File: src/rtl/ritc_phase_scan_pkg.sv
// Shared types and widths for the RITC phase scan sequencer.
package ritc_phase_scan_pkg;

  localparam int unsigned STEP_W   = 10;
  localparam int unsigned SCALER_W = 7;
  localparam int unsigned TIMER_W  = 12;

  typedef enum logic [1:0] {
    SCAN_BIT  = 2'd0,
    SCAN_CLK  = 2'd1,
    SCAN_VCDL = 2'd2,
    SCAN_RSVD = 2'd3
  } scan_type_t;

  typedef enum logic [3:0] {
    IDLE,
    SELECT,
    SETTLE,
    SCAN,
    WAIT_DONE,
    EVAL,
    PS_REQ,
    PS_WAIT,
    RET_REQ,
    RET_WAIT,
    FINISH
  } state_t;

  function automatic logic [SCALER_W-1:0] pick_scaler(
    input scan_type_t          t,
    input logic [SCALER_W-1:0] bit_s,
    input logic [SCALER_W-1:0] clk_s,
    input logic [SCALER_W-1:0] vcdl_s
  );
    case (t)
      SCAN_CLK:  return clk_s;
      SCAN_VCDL: return vcdl_s;
      default:   return bit_s;
    endcase
  endfunction

endpackage

File: src/rtl/ritc_phase_scan_timer.sv
// Loadable down-counter; expired is high whenever the count has reached zero.
module ritc_phase_scan_timer #(
  parameter int unsigned W = 12
) (
  input  logic         clk,
  input  logic         rst,
  input  logic         load,
  input  logic [W-1:0] load_val,
  output logic         expired
);

  logic [W-1:0] count;

  always_ff @(posedge clk) begin
    if (rst) begin
      count <= '0;
    end else if (load) begin
      count <= load_val;
    end else if (count != '0) begin
      count <= count - 1'b1;
    end
  end

  assign expired = (count == '0);

endmodule

File: src/rtl/ritc_phase_scan_sequencer.sv
// Automated MMCM phase sweep over the RITC scanner, reporting the first level edge.
// Optional: define PHASE_SCAN_RETURN_EN to step the phase back to its start before done_o.
module ritc_phase_scan_sequencer
  import ritc_phase_scan_pkg::*;
#(
  parameter int unsigned MAX_STEPS  = 1023,
  parameter int unsigned THRESH     = 64,
  parameter int unsigned SEL_SETTLE = 8,
  parameter int unsigned TIMEOUT    = 4095
) (
  input  logic                user_clk_i,
  input  logic                user_rst_i,
  input  logic                start_i,
  input  logic [7:0]          select_i,
  input  logic [1:0]          scan_type_i,
  output logic [7:0]          sel_o,
  output logic                sel_wr_o,
  output logic                scan_o,
  input  logic                scan_done_i,
  input  logic [SCALER_W-1:0] bit_scaler_i,
  input  logic [SCALER_W-1:0] clk_scaler_i,
  input  logic [SCALER_W-1:0] vcdl_scaler_i,
  output logic                ps_en_o,
  output logic                ps_incdec_o,
  input  logic                ps_done_i,
  output logic                busy_o,
  output logic                done_o,
  output logic                edge_found_o,
  output logic                edge_polarity_o,
  output logic [STEP_W-1:0]   edge_step_o,
  output logic                error_o,
  output logic [SCALER_W-1:0] last_scaler_o
);

  // Timer expires on the last cycle of the wait, hence the minus one.
  localparam logic [TIMER_W-1:0]  SETTLE_LOAD  = TIMER_W'(SEL_SETTLE - 1);
  localparam logic [TIMER_W-1:0]  TIMEOUT_LOAD = TIMER_W'(TIMEOUT - 1);
  localparam logic [STEP_W-1:0]   STEP_MAX     = STEP_W'(MAX_STEPS);
  localparam logic [SCALER_W:0]   THRESH_V     = (SCALER_W+1)'(THRESH);

  state_t               state_q, state_d, end_state;
  scan_type_t           type_q, type_d;
  logic [STEP_W-1:0]    step_q, step_d;
  logic                 prev_level_q, prev_level_d;
  logic                 armed_q, armed_d;
  logic                 level;

  logic [7:0]           sel_d;
  logic                 sel_wr_d, scan_d, ps_en_d, ps_incdec_d, busy_d, done_d;
  logic                 edge_found_d, edge_polarity_d, error_d;
  logic [STEP_W-1:0]    edge_step_d;
  logic [SCALER_W-1:0]  last_scaler_d;

  logic                 timer_load, timer_expired;
  logic [TIMER_W-1:0]   timer_val;

  ritc_phase_scan_timer #(.W(TIMER_W)) u_timer (
    .clk      (user_clk_i),
    .rst      (user_rst_i),
    .load     (timer_load),
    .load_val (timer_val),
    .expired  (timer_expired)
  );

  assign level = ({1'b0, last_scaler_o} >= THRESH_V);

`ifdef PHASE_SCAN_RETURN_EN
  assign end_state = (step_q != '0) ? RET_REQ : FINISH;
`else
  assign end_state = FINISH;
`endif

  always_comb begin
    state_d         = state_q;
    type_d          = type_q;
    step_d          = step_q;
    prev_level_d    = prev_level_q;
    armed_d         = armed_q;
    sel_d           = sel_o;
    sel_wr_d        = 1'b0;
    scan_d          = 1'b0;
    ps_en_d         = 1'b0;
    ps_incdec_d     = ps_incdec_o;
    busy_d          = busy_o;
    done_d          = 1'b0;
    edge_found_d    = edge_found_o;
    edge_polarity_d = edge_polarity_o;
    edge_step_d     = edge_step_o;
    error_d         = error_o;
    last_scaler_d   = last_scaler_o;
    timer_load      = 1'b0;
    timer_val       = TIMEOUT_LOAD;

    case (state_q)
      IDLE: begin
        if (start_i) begin
          sel_d           = select_i;
          type_d          = scan_type_t'(scan_type_i);
          step_d          = '0;
          edge_found_d    = 1'b0;
          edge_polarity_d = 1'b0;
          edge_step_d     = '0;
          error_d         = 1'b0;
          busy_d          = 1'b1;
          state_d         = SELECT;
        end
      end
      SELECT: begin
        sel_wr_d   = 1'b1;
        timer_load = 1'b1;
        timer_val  = SETTLE_LOAD;
        state_d    = SETTLE;
      end
      SETTLE: begin
        if (timer_expired) state_d = SCAN;
      end
      SCAN: begin
        scan_d     = 1'b1;
        timer_load = 1'b1;
        armed_d    = 1'b0;
        state_d    = WAIT_DONE;
      end
      WAIT_DONE: begin
        // scan_done_i is still stale during the first cycle after scan_o.
        armed_d = 1'b1;
        if (armed_q && scan_done_i) begin
          last_scaler_d = pick_scaler(type_q, bit_scaler_i, clk_scaler_i, vcdl_scaler_i);
          state_d       = EVAL;
        end else if (timer_expired) begin
          error_d = 1'b1;
          state_d = end_state;
        end
      end
      EVAL: begin
        if ((step_q != '0) && (level != prev_level_q)) begin
          edge_found_d    = 1'b1;
          edge_polarity_d = level;
          edge_step_d     = step_q;
          state_d         = end_state;
        end else begin
          if (step_q == '0) prev_level_d = level;
          state_d = (step_q >= STEP_MAX) ? end_state : PS_REQ;
        end
      end
      PS_REQ: begin
        ps_en_d     = 1'b1;
        ps_incdec_d = 1'b1;
        timer_load  = 1'b1;
        state_d     = PS_WAIT;
      end
      PS_WAIT: begin
        if (ps_done_i) begin
          step_d  = step_q + STEP_W'(1);
          state_d = SCAN;
        end else if (timer_expired) begin
          error_d = 1'b1;
          state_d = end_state;
        end
      end
`ifdef PHASE_SCAN_RETURN_EN
      // step_q doubles as the count of decrements still owed.
      RET_REQ: begin
        if (step_q == '0) begin
          state_d = FINISH;
        end else begin
          ps_en_d     = 1'b1;
          ps_incdec_d = 1'b0;
          timer_load  = 1'b1;
          state_d     = RET_WAIT;
        end
      end
      RET_WAIT: begin
        if (ps_done_i) begin
          step_d  = step_q - STEP_W'(1);
          state_d = RET_REQ;
        end else if (timer_expired) begin
          error_d = 1'b1;
          state_d = FINISH;
        end
      end
`endif
      FINISH: begin
        done_d  = 1'b1;
        busy_d  = 1'b0;
        state_d = IDLE;
      end
      default: state_d = IDLE;
    endcase
  end

  always_ff @(posedge user_clk_i) begin
    if (user_rst_i) begin
      state_q         <= IDLE;
      type_q          <= SCAN_BIT;
      step_q          <= '0;
      prev_level_q    <= 1'b0;
      armed_q         <= 1'b0;
      sel_o           <= '0;
      sel_wr_o        <= 1'b0;
      scan_o          <= 1'b0;
      ps_en_o         <= 1'b0;
      ps_incdec_o     <= 1'b0;
      busy_o          <= 1'b0;
      done_o          <= 1'b0;
      edge_found_o    <= 1'b0;
      edge_polarity_o <= 1'b0;
      edge_step_o     <= '0;
      error_o         <= 1'b0;
      last_scaler_o   <= '0;
    end else begin
      state_q         <= state_d;
      type_q          <= type_d;
      step_q          <= step_d;
      prev_level_q    <= prev_level_d;
      armed_q         <= armed_d;
      sel_o           <= sel_d;
      sel_wr_o        <= sel_wr_d;
      scan_o          <= scan_d;
      ps_en_o         <= ps_en_d;
      ps_incdec_o     <= ps_incdec_d;
      busy_o          <= busy_d;
      done_o          <= done_d;
      edge_found_o    <= edge_found_d;
      edge_polarity_o <= edge_polarity_d;
      edge_step_o     <= edge_step_d;
      error_o         <= error_d;
      last_scaler_o   <= last_scaler_d;
    end
  end

endmodule

File: config.mk
export PLATFORM = sky130hd
export DESIGN_NAME = ritc_phase_scan_sequencer
export DESIGN_NICKNAME = d
export VERILOG_FILES = /design/src/rtl/ritc_phase_scan_pkg.sv /design/src/rtl/ritc_phase_scan_timer.sv /design/src/rtl/ritc_phase_scan_sequencer.sv
export SDC_FILE = /design/constraint.sdc
export NUM_CORES = 1
export LEC_CHECK = 0
export CAP_MARGIN = 20
export CORE_AREA = 10 10 95 97
export DETAILED_ROUTE_END_ITERATION = 8
export DIE_AREA = 0 0 105 107
export HOLD_SLACK_MARGIN = 0.06
export PLACE_DENSITY = 0.77
export REMOVE_ABC_BUFFERS = 1
export SETUP_SLACK_MARGIN = 0.1
export SLEW_MARGIN = 20
export SYNTH_ARGS = -nofsm -noshare
export SYNTH_HDL_FRONTEND = slang
export SYNTH_SLANG_ARGS = --single-unit
File: constraint.sdc
create_clock -name user_clk_i -period 3.9 [get_ports user_clk_i]
set_input_delay 0.585 -clock user_clk_i [delete_from_list [all_inputs] [get_ports user_clk_i]]
set_output_delay 0.585 -clock user_clk_i [all_outputs]
set_load 0.01 [all_outputs]
# Word level (Yosys, flattened, before mapping)
# Index checks and enable logic that the tools add are counted.
[totals] regBits=64
[classes] eq_ne=17 reduce_logical=22 muxes=34 bitwise=1 n_addsub=2 order_cmp=2
[op_table] cell="10-bit case mux with 2 select lines" n=2
[op_table] cell="12-bit 2-to-1 mux" n=3
[op_table] cell="4-bit case mux with 8 select lines" n=1
[op_table] cell="10-bit 2-to-1 mux" n=3
[op_table] cell="4-bit 2-to-1 mux" n=7
[op_table] cell="4-bit by 3-bit == test with 1-bit output, second input constant" n=4
[op_table] cell="7-bit case mux with 2 select lines" n=1
[op_table] cell="12-bit logical NOT" n=1
[op_table] cell="1-bit 2-to-1 mux" n=12
[op_table] cell="2-bit != test, second input constant" n=6
[op_table] cell="12-bit nonzero test" n=1
[op_table] cell="12-bit by 1-bit subtractor with 12-bit output, second input constant" n=1
[op_table] cell="10-bit by 1-bit adder with 10-bit output, second input constant" n=1
[op_table] cell="10-bit >= comparator, second input constant" n=1
[op_table] cell="10-bit logical NOT" n=1
[op_table] cell="10-bit nonzero test" n=1
[op_table] cell="2-bit nonzero test" n=5
[op_table] cell="3-bit AND reduction" n=3
[op_table] cell="4-bit by 2-bit == test with 1-bit output, second input constant" n=2
[op_table] cell="1-bit case mux with 2 select lines" n=4
[op_table] cell="2-bit AND reduction" n=4
[op_table] cell="7-bit >= comparator, second input constant" n=1
[op_table] cell="4-bit by 1-bit == test with 1-bit output, second input constant" n=1
[op_table] cell="4-bit == test, second input constant" n=1
[op_table] cell="10 further kinds" n=11

# Depth between registers and ports, before layout
# Gate-level depths: netlist of the first run.
[depth] word_depth=5 ltp_mapped=7

# By module
# A second synthesis of the first run with hierarchy kept.
[hier_totals] cells_unflattened=391 area_unflattened_um2=3225.6
[by_module_without_submodules] mod="ritc_phase_scan_sequencer" instances=1 cells_per_inst=298 seq_area_each_um2=1041.0 area_each_um2=2496.1
[by_module_without_submodules] mod="ritc_phase_scan_timer" instances=1 cells_per_inst=93 seq_area_each_um2=240.2 area_each_um2=729.4

# Least setup slack after synthesis of the first run
# No wires, ideal clock.
[synth_timing] path_kind="input to register" from="input port start_i" to="register step_q[4]" arrival_time_ns=1.577 path_slack_ns=2.264 cell_stages=4 setup_time_ns=0.059 n_path_buf=0 path_cell_list="nor4b_2 o211ai_1 or4_1 nand2_1"
[synth_via] elab_chain_len=2
[synth_lines] element="start, declared" line="ritc_phase_scan_sequencer.sv:13" rtl="input logic start_i,"
[synth_lines] element="2-bit != test (no line)"
[synth_lines] element="3-bit AND reduction (no line)"
[synth_lines] element="end signal, assigned" line="ritc_phase_scan_sequencer.sv:213" rtl="step_q <= step_d;"
[synth_lines] element="end, declared" line="ritc_phase_scan_sequencer.sv:43" rtl="logic [STEP_W-1:0] step_q, step_d;"
# No other way between the ends.
# A chain may end at the register's enable or synchronous reset.

# Worst setup path after layout of the first run
[layout_timing] from="register step_q[1]" to="register edge_step_o[5]"
[layout_via] elab_chain_len=4
[layout_lines] element="10-bit nonzero test" line="ritc_phase_scan_sequencer.sv:135" rtl="if ((step_q != '0) && (level != prev_level_q)) begin"
[layout_lines] element="1-bit logical AND" line="ritc_phase_scan_sequencer.sv:135"
[layout_lines] element="2-bit != test (no line)"
[layout_lines] element="3-bit AND reduction (no line)"
[layout_lines] element="end signal, assigned" line="ritc_phase_scan_sequencer.sv:225" rtl="edge_step_o <= edge_step_d;"
[layout_lines] element="end, declared" line="ritc_phase_scan_sequencer.sv:30" rtl="output logic [STEP_W-1:0] edge_step_o,"
# No other way between the ends.

==> results of run 1 <==
==> synth_stat cells, drive strengths merged, types with 4 or more instances <==
master	count
o211ai	6
clkbuf	10
nor2	27
o21a	4
dfxtp	64
or4	5
buf	12
nand2	50
a21o	4
inv	11
nor3	8
xor2	4
nor4b	5
mux2i	11
nor4	4
xnor2	4
nand2b	4
nand3	16
o21ai	30
or3	4
ha	6
a22oi	7
a21oi	31
==> registers in the layout, indices dropped and copies added, names as in the netlist, 2 cells and up <==
signal,flops
edge_step_o,10
last_scaler_o,7
sel_o,8
state_q,4
step_q,10
type_q,2
u_timer.count,12
==> layout make-up <==
cell class	count	area (um^2)	area share
Inverter	11	41.3	0.0101
Tap cell	99	124	0.0302
Timing Repair Buffer	71	706	0.172
Multi-Input combinational cell	278	1730	0.421
Sequential cell	64	1280	0.312
Clock inverter	6	82.6	0.0201
Clock buffer	10	138	0.0336
==> through the flow <==
stage               std cells  area, um^2
floorplan                 353        3050
global placement          523        3880
detailed placement        523        3880
CTS                       539        4100
global route              539        4100
finish                    539        4100
==> logic make-up after synthesis <==
group / Yosys count / share of synthesized area
buf+inv: 33 / 0.0464
simple gates: 150 / 0.262
flops: 64 / 0.406
compound gates: 101 / 0.198
mux: 13 / 0.0420
xor+xnor: 8 / 0.0222
fa+ha+maj: 6 / 0.0238
==> worst max-delay path, stage by stage (launching register included) <==
cell	delay, ns
dfxtp_1	0.33
inv_1	0.11
ha_1	0.15
nor4b_1	0.48
a311o_1	0.82
o21ai_0	0.22
==> per-layer routing <==
| metal | wire length [um] | track usage | vias to the layer above |
|---|---|---|---|
| li1 | - | - | 1467 |
| met1 | 3660 | 0.176 | 1357 |
| met2 | 3560 | 0.215 | 119 |
| met3 | 928 | 0.0754 | 13 |
| met4 | 145 | 0.0647 | 0 |
| met5 | 0 | 0 | - |
==> worst min-delay path by stage <==
stage | cells after the start | slack (ns) | end
6_report | 2 | 0.46 | edge_step_o[9]
5_1_grt | 2 | 0.49 | edge_step_o[9]
4_1_cts | 2 | 0.46 | edge_step_o[9]
3_5_place_dp | 2 | 0.45 | edge_step_o[9]
3_3_place_gp | 2 | 0.44 | sel_o[3]
2_1_floorplan | 2 | 0.45 | type_q[1]
==> power groups by stage <==
stage                     clock, uW  combinational (uW)  sequential, uW
after floorplan                   0                 500             844
after global placement            0                 694             858
after detailed placement          0                 713             864
after CTS                       635                 721             851
after global routing            670                 801             871
final                           630                 721             853
==> flow_summary.ini, run 1 <==
[yosys]
synth-edff-count = 0
synth_flop_cell = dfxtp_1
synth_cells = 375
async_reset_ff_frac = 0
synth-seq-cells = 64
yosys.cell_types.count = 64
ys_seq_area_frac = 0.406
synth_area_um2 = 3160
yosys-top-cells-area = dfxtp_1, nand2_1, a21oi_1
yosysTopAreaCell = dfxtp_1
ys_warn_count = 0
synth_top_area_frac = 0.406
synth_area_per_cell_um2 = 8.41

[worst_setup_path]
path_max_fanout = 23
startpoint = step_q[1]
worstReg2RegEnd = edge_step_o[5]
reg2reg_slack_ns = 1.62
critPathCaptureType = flop
start_kind = flop
rr_startpoint = step_q[1]
arrival_ns = 2.47
critical_path_class = flop to flop
worstPathRequired_ns = 4.10
crit_end = edge_step_o[5]
reg2regPathDepth = 5

[power]
swShare = 0.349
seqPwrFrac = 0.387
internal-power_uw = 1430
p_switching_uw = 770
p_total_uw = 2200
p_comb_frac = 0.327
clock_power_share = 0.286
power_density_nw_per_um2 = 537
p_leak_uw = 0.00141
ir_worst_vdd_mv = 0.234

[clock_tree]
clockBufferDepth = 2
post-cts-setup-buffer-count = 0
clk_latency_ns = 0.35
cts_hold_buf = 0
cts.sinks = 64
htree_levels = 3
cts_made_buffers = 9
cts_root_buffer = clkbuf_8
post_cts_resized = 0
clk_pin_slew_ns = 0.07
cts_tree = built

[sta]
fin_crit_ns = 2.28
timing.clock.skew_ns = 0.00736
hold_slack_ns = 0.458
setup_ws_ns = 1.62
setup_viol = 0
rsz0062_at_grt = no
fin_crit_sh = 0.584
fmax_mhz = 439
max-slew-margin-rel = 0.445
worst_pin_slew_ns = 0.832
tns_ns = 0
final_hold_viol_count = 0
slew_violations = 0

[route]
viasPerCell = 5.48
route.detailed.drc = 0
num_vias = 2956
first_pass_iters = 4
postRouteAntennaNets = 0
drtIter0Drc = 218
finalWirelength_mm = 8.29
wire_per_inst_um = 15.4

[floorplan]
start_util = 0.442
die_x_um = 105
die_h_um = 107
pin_count = 70
num_rows = 31
core-area_um2 = 7140
die-area_um2 = 11200

[placed_design]
preCtsSetupSlack_ns = 1.48
hpwl_mm = 6.05
port_buffers = 69
place_congestion = 0.841

[global_route]
grt.total_usage = 0.147
grt_overflow_total = 0
grt_pass1_vias = 2858
grt_antenna_before_repair = 0
grt_pass1_wl_mm = 13.7
grt_max_degree = 25

[finish]
mostFrequentLayoutCell = clkdlybuf4s50_1
fillers = 658
fin_util = 0.575
nNetsFinal = 477
area_delta_synth_final_pct = 29.9
diodes = 0
layout_common_cells = clkdlybuf4s50_1, dfxtp_1, nand2_1, a21oi_1, nor2_1
drive_gt1_frac = 0.0750

[hold_path]
min_from = edge_step_o[9]
hold_path.class = flop to flop

[outcome]
status = complete, no violations

[run]
maxCapViolations = 0
Power figures use the tool's default switching activity.
==> run 2, diff against run 1 <==
- clock period: 3.9 -> 2.1 ns (I/O delays scaled with it)
==> run 2 against run 1 <==
  * Global-route usage fell by 0.67 points
  * Clock power increased by 42%
  * Combinational power grew 110%
  * Via count up 0.64%
  * Critical path type unchanged
==> flow_summary.ini, run 2 (synthesis gave the netlist of run 1 again) <==
[route]
finalWirelength_mm = 8.02
viasPerCell = 5.40
route.detailed.drc = 0
drtIter0Drc = 188
num_vias = 2975
wire_per_inst_um = 14.6
m1WireLength_mm = 3.64
wl_met3_um = 990
routed.top_layer = met4
postRouteAntennaNets = 0
first_pass_iters = 4
wl_met2_mm = 3.28

[worst_setup_path]
critical_path.slowest_cell = or4b_1
crit_buf_inv = 1
slowest_delay_ns = 0.67
start_kind = flop
arrival_ns = 2.02
crit_chain = buf_4 > or4b_1 > a21oi_2 > a21oi_1
critical_path_class = flop to flop
worstPathRequired_ns = 2.31
critPathCaptureType = flop
cp_top_family = simple AND/OR/NAND/NOR gates
path_max_fanout = 17

[sta]
setup_ws_ns = 0.289
hold_slack_ns = 0.455
slew_violations = 0
fmax_mhz = 552
final_hold_viol_count = 0
setup_viol = 0
fin_crit_sh = 0.862
max-slew-margin-rel = 0.567
timing.clock.skew_ns = 0.0104
fin_crit_ns = 1.81
worst_pin_slew_ns = 0.649
rsz0062_at_grt = no

[finish]
design_area_um2 = 4180
largest_reg_flops = 12
ff_latch_area_um2 = 1280
fillers = 674
top_regs = u_timer.count: 12 flops, edge_step_o: 10 flops, step_q: 10 flops
diodes = 0
top_register = u_timer.count
multi_input_area_um2 = 1750
fin_cells = 551
area_delta_synth_final_pct = 32.6
drive_gt1_frac = 0.104
mostFrequentLayoutCell = clkdlybuf4s50_1
nNetsFinal = 491
layout_common_cells = clkdlybuf4s50_1, dfxtp_1, nand2_1, a21oi_1, nor2_1

[floorplan]
die_h_um = 107
start_util = 0.442
die-area_um2 = 11200
core-area_um2 = 7140
num_rows = 31
die_x_um = 105
pin_count = 70

[power]
ir_worst_vdd_mv = 0.350
p_leak_uw = 0.00146
p_total_uw = 3900
power_density_nw_per_um2 = 932

[outcome]
status = complete, no violations

[global_route]
grt_overflow_total = 0
grt_pass1_wl_mm = 13.3
grt_pass1_vias = 2827
grt_max_degree = 28
grt.total_usage = 0.140
grt_antenna_before_repair = 0

[clock_tree]
post_cts_resized = 0
post-cts-setup-buffer-count = 0
cts_root_buffer = clkbuf_8
clockBufferDepth = 2
clk_latency_ns = 0.34
cts.sinks = 64
clk_pin_slew_ns = 0.07
cts_tree = built
cts_hold_buf = 0
htree_levels = 3
cts_made_buffers = 9

[placed_design]
place_congestion = 0.849
preCtsSetupSlack_ns = -0.171
hpwl_mm = 5.93
place_area_um2 = 4000
port_buffers = 69
dpl.cell_count = 537

[hold_path]
hold_path.class = flop to flop

[run]
maxCapViolations = 0
## run 2: final cells by class
type,instances,share of cell area
Tap cell,99,0.0296
Inverter,11,0.00987
Multi-Input combinational cell,278,0.419
Sequential cell,64,0.306
Clock inverter,3,0.00478
Clock buffer,11,0.0338
Timing Repair Buffer,85,0.197
## run 2: worst min-delay path: stages, from the launching register on
cell and delay [ns]:
dfxtp_1 0.31, nand2_1 0.05, a21oi_1 0.05
## run 2: report_power, final
| part | total (uW) | leakage, uW | internal, uW | switching, uW |
|---|---|---|---|---|
| Combinational | 1490 | 0.000865 | 692 | 797 |
| Sequential | 1520 | 0.000520 | 1360 | 153 |
| Clock | 893 | 0.0000773 | 445 | 448 |
## run 2: final timing paths
check	start	cells after the start	slack (ns)	to
setup / recovery	state_q[3]	4	0.29	u_timer.count[8]
hold / removal	sel_o[6]	2	0.45	sel_o[6]
setup reg to reg	state_q[3]	4	0.29	u_timer.count[8]
hold reg to reg	sel_o[6]	2	0.45	sel_o[6]
## run 2: metrics by stage
step | util | TNS [ns]
2_1_floorplan | - | 0
3_3_place_gp | 0.560 | -0.420
3_5_place_dp | 0.560 | -1.67
4_1_cts | 0.583 | 0
5_1_grt | 0.586 | 0
6_report | 0.586 | 0
## run 2: routing by layer
layer	GRT usage	up-vias
met4	0.0569	0
met3	0.0772	10
li1	-	1495
met5	0	-
met1	0.175	1363
met2	0.195	107
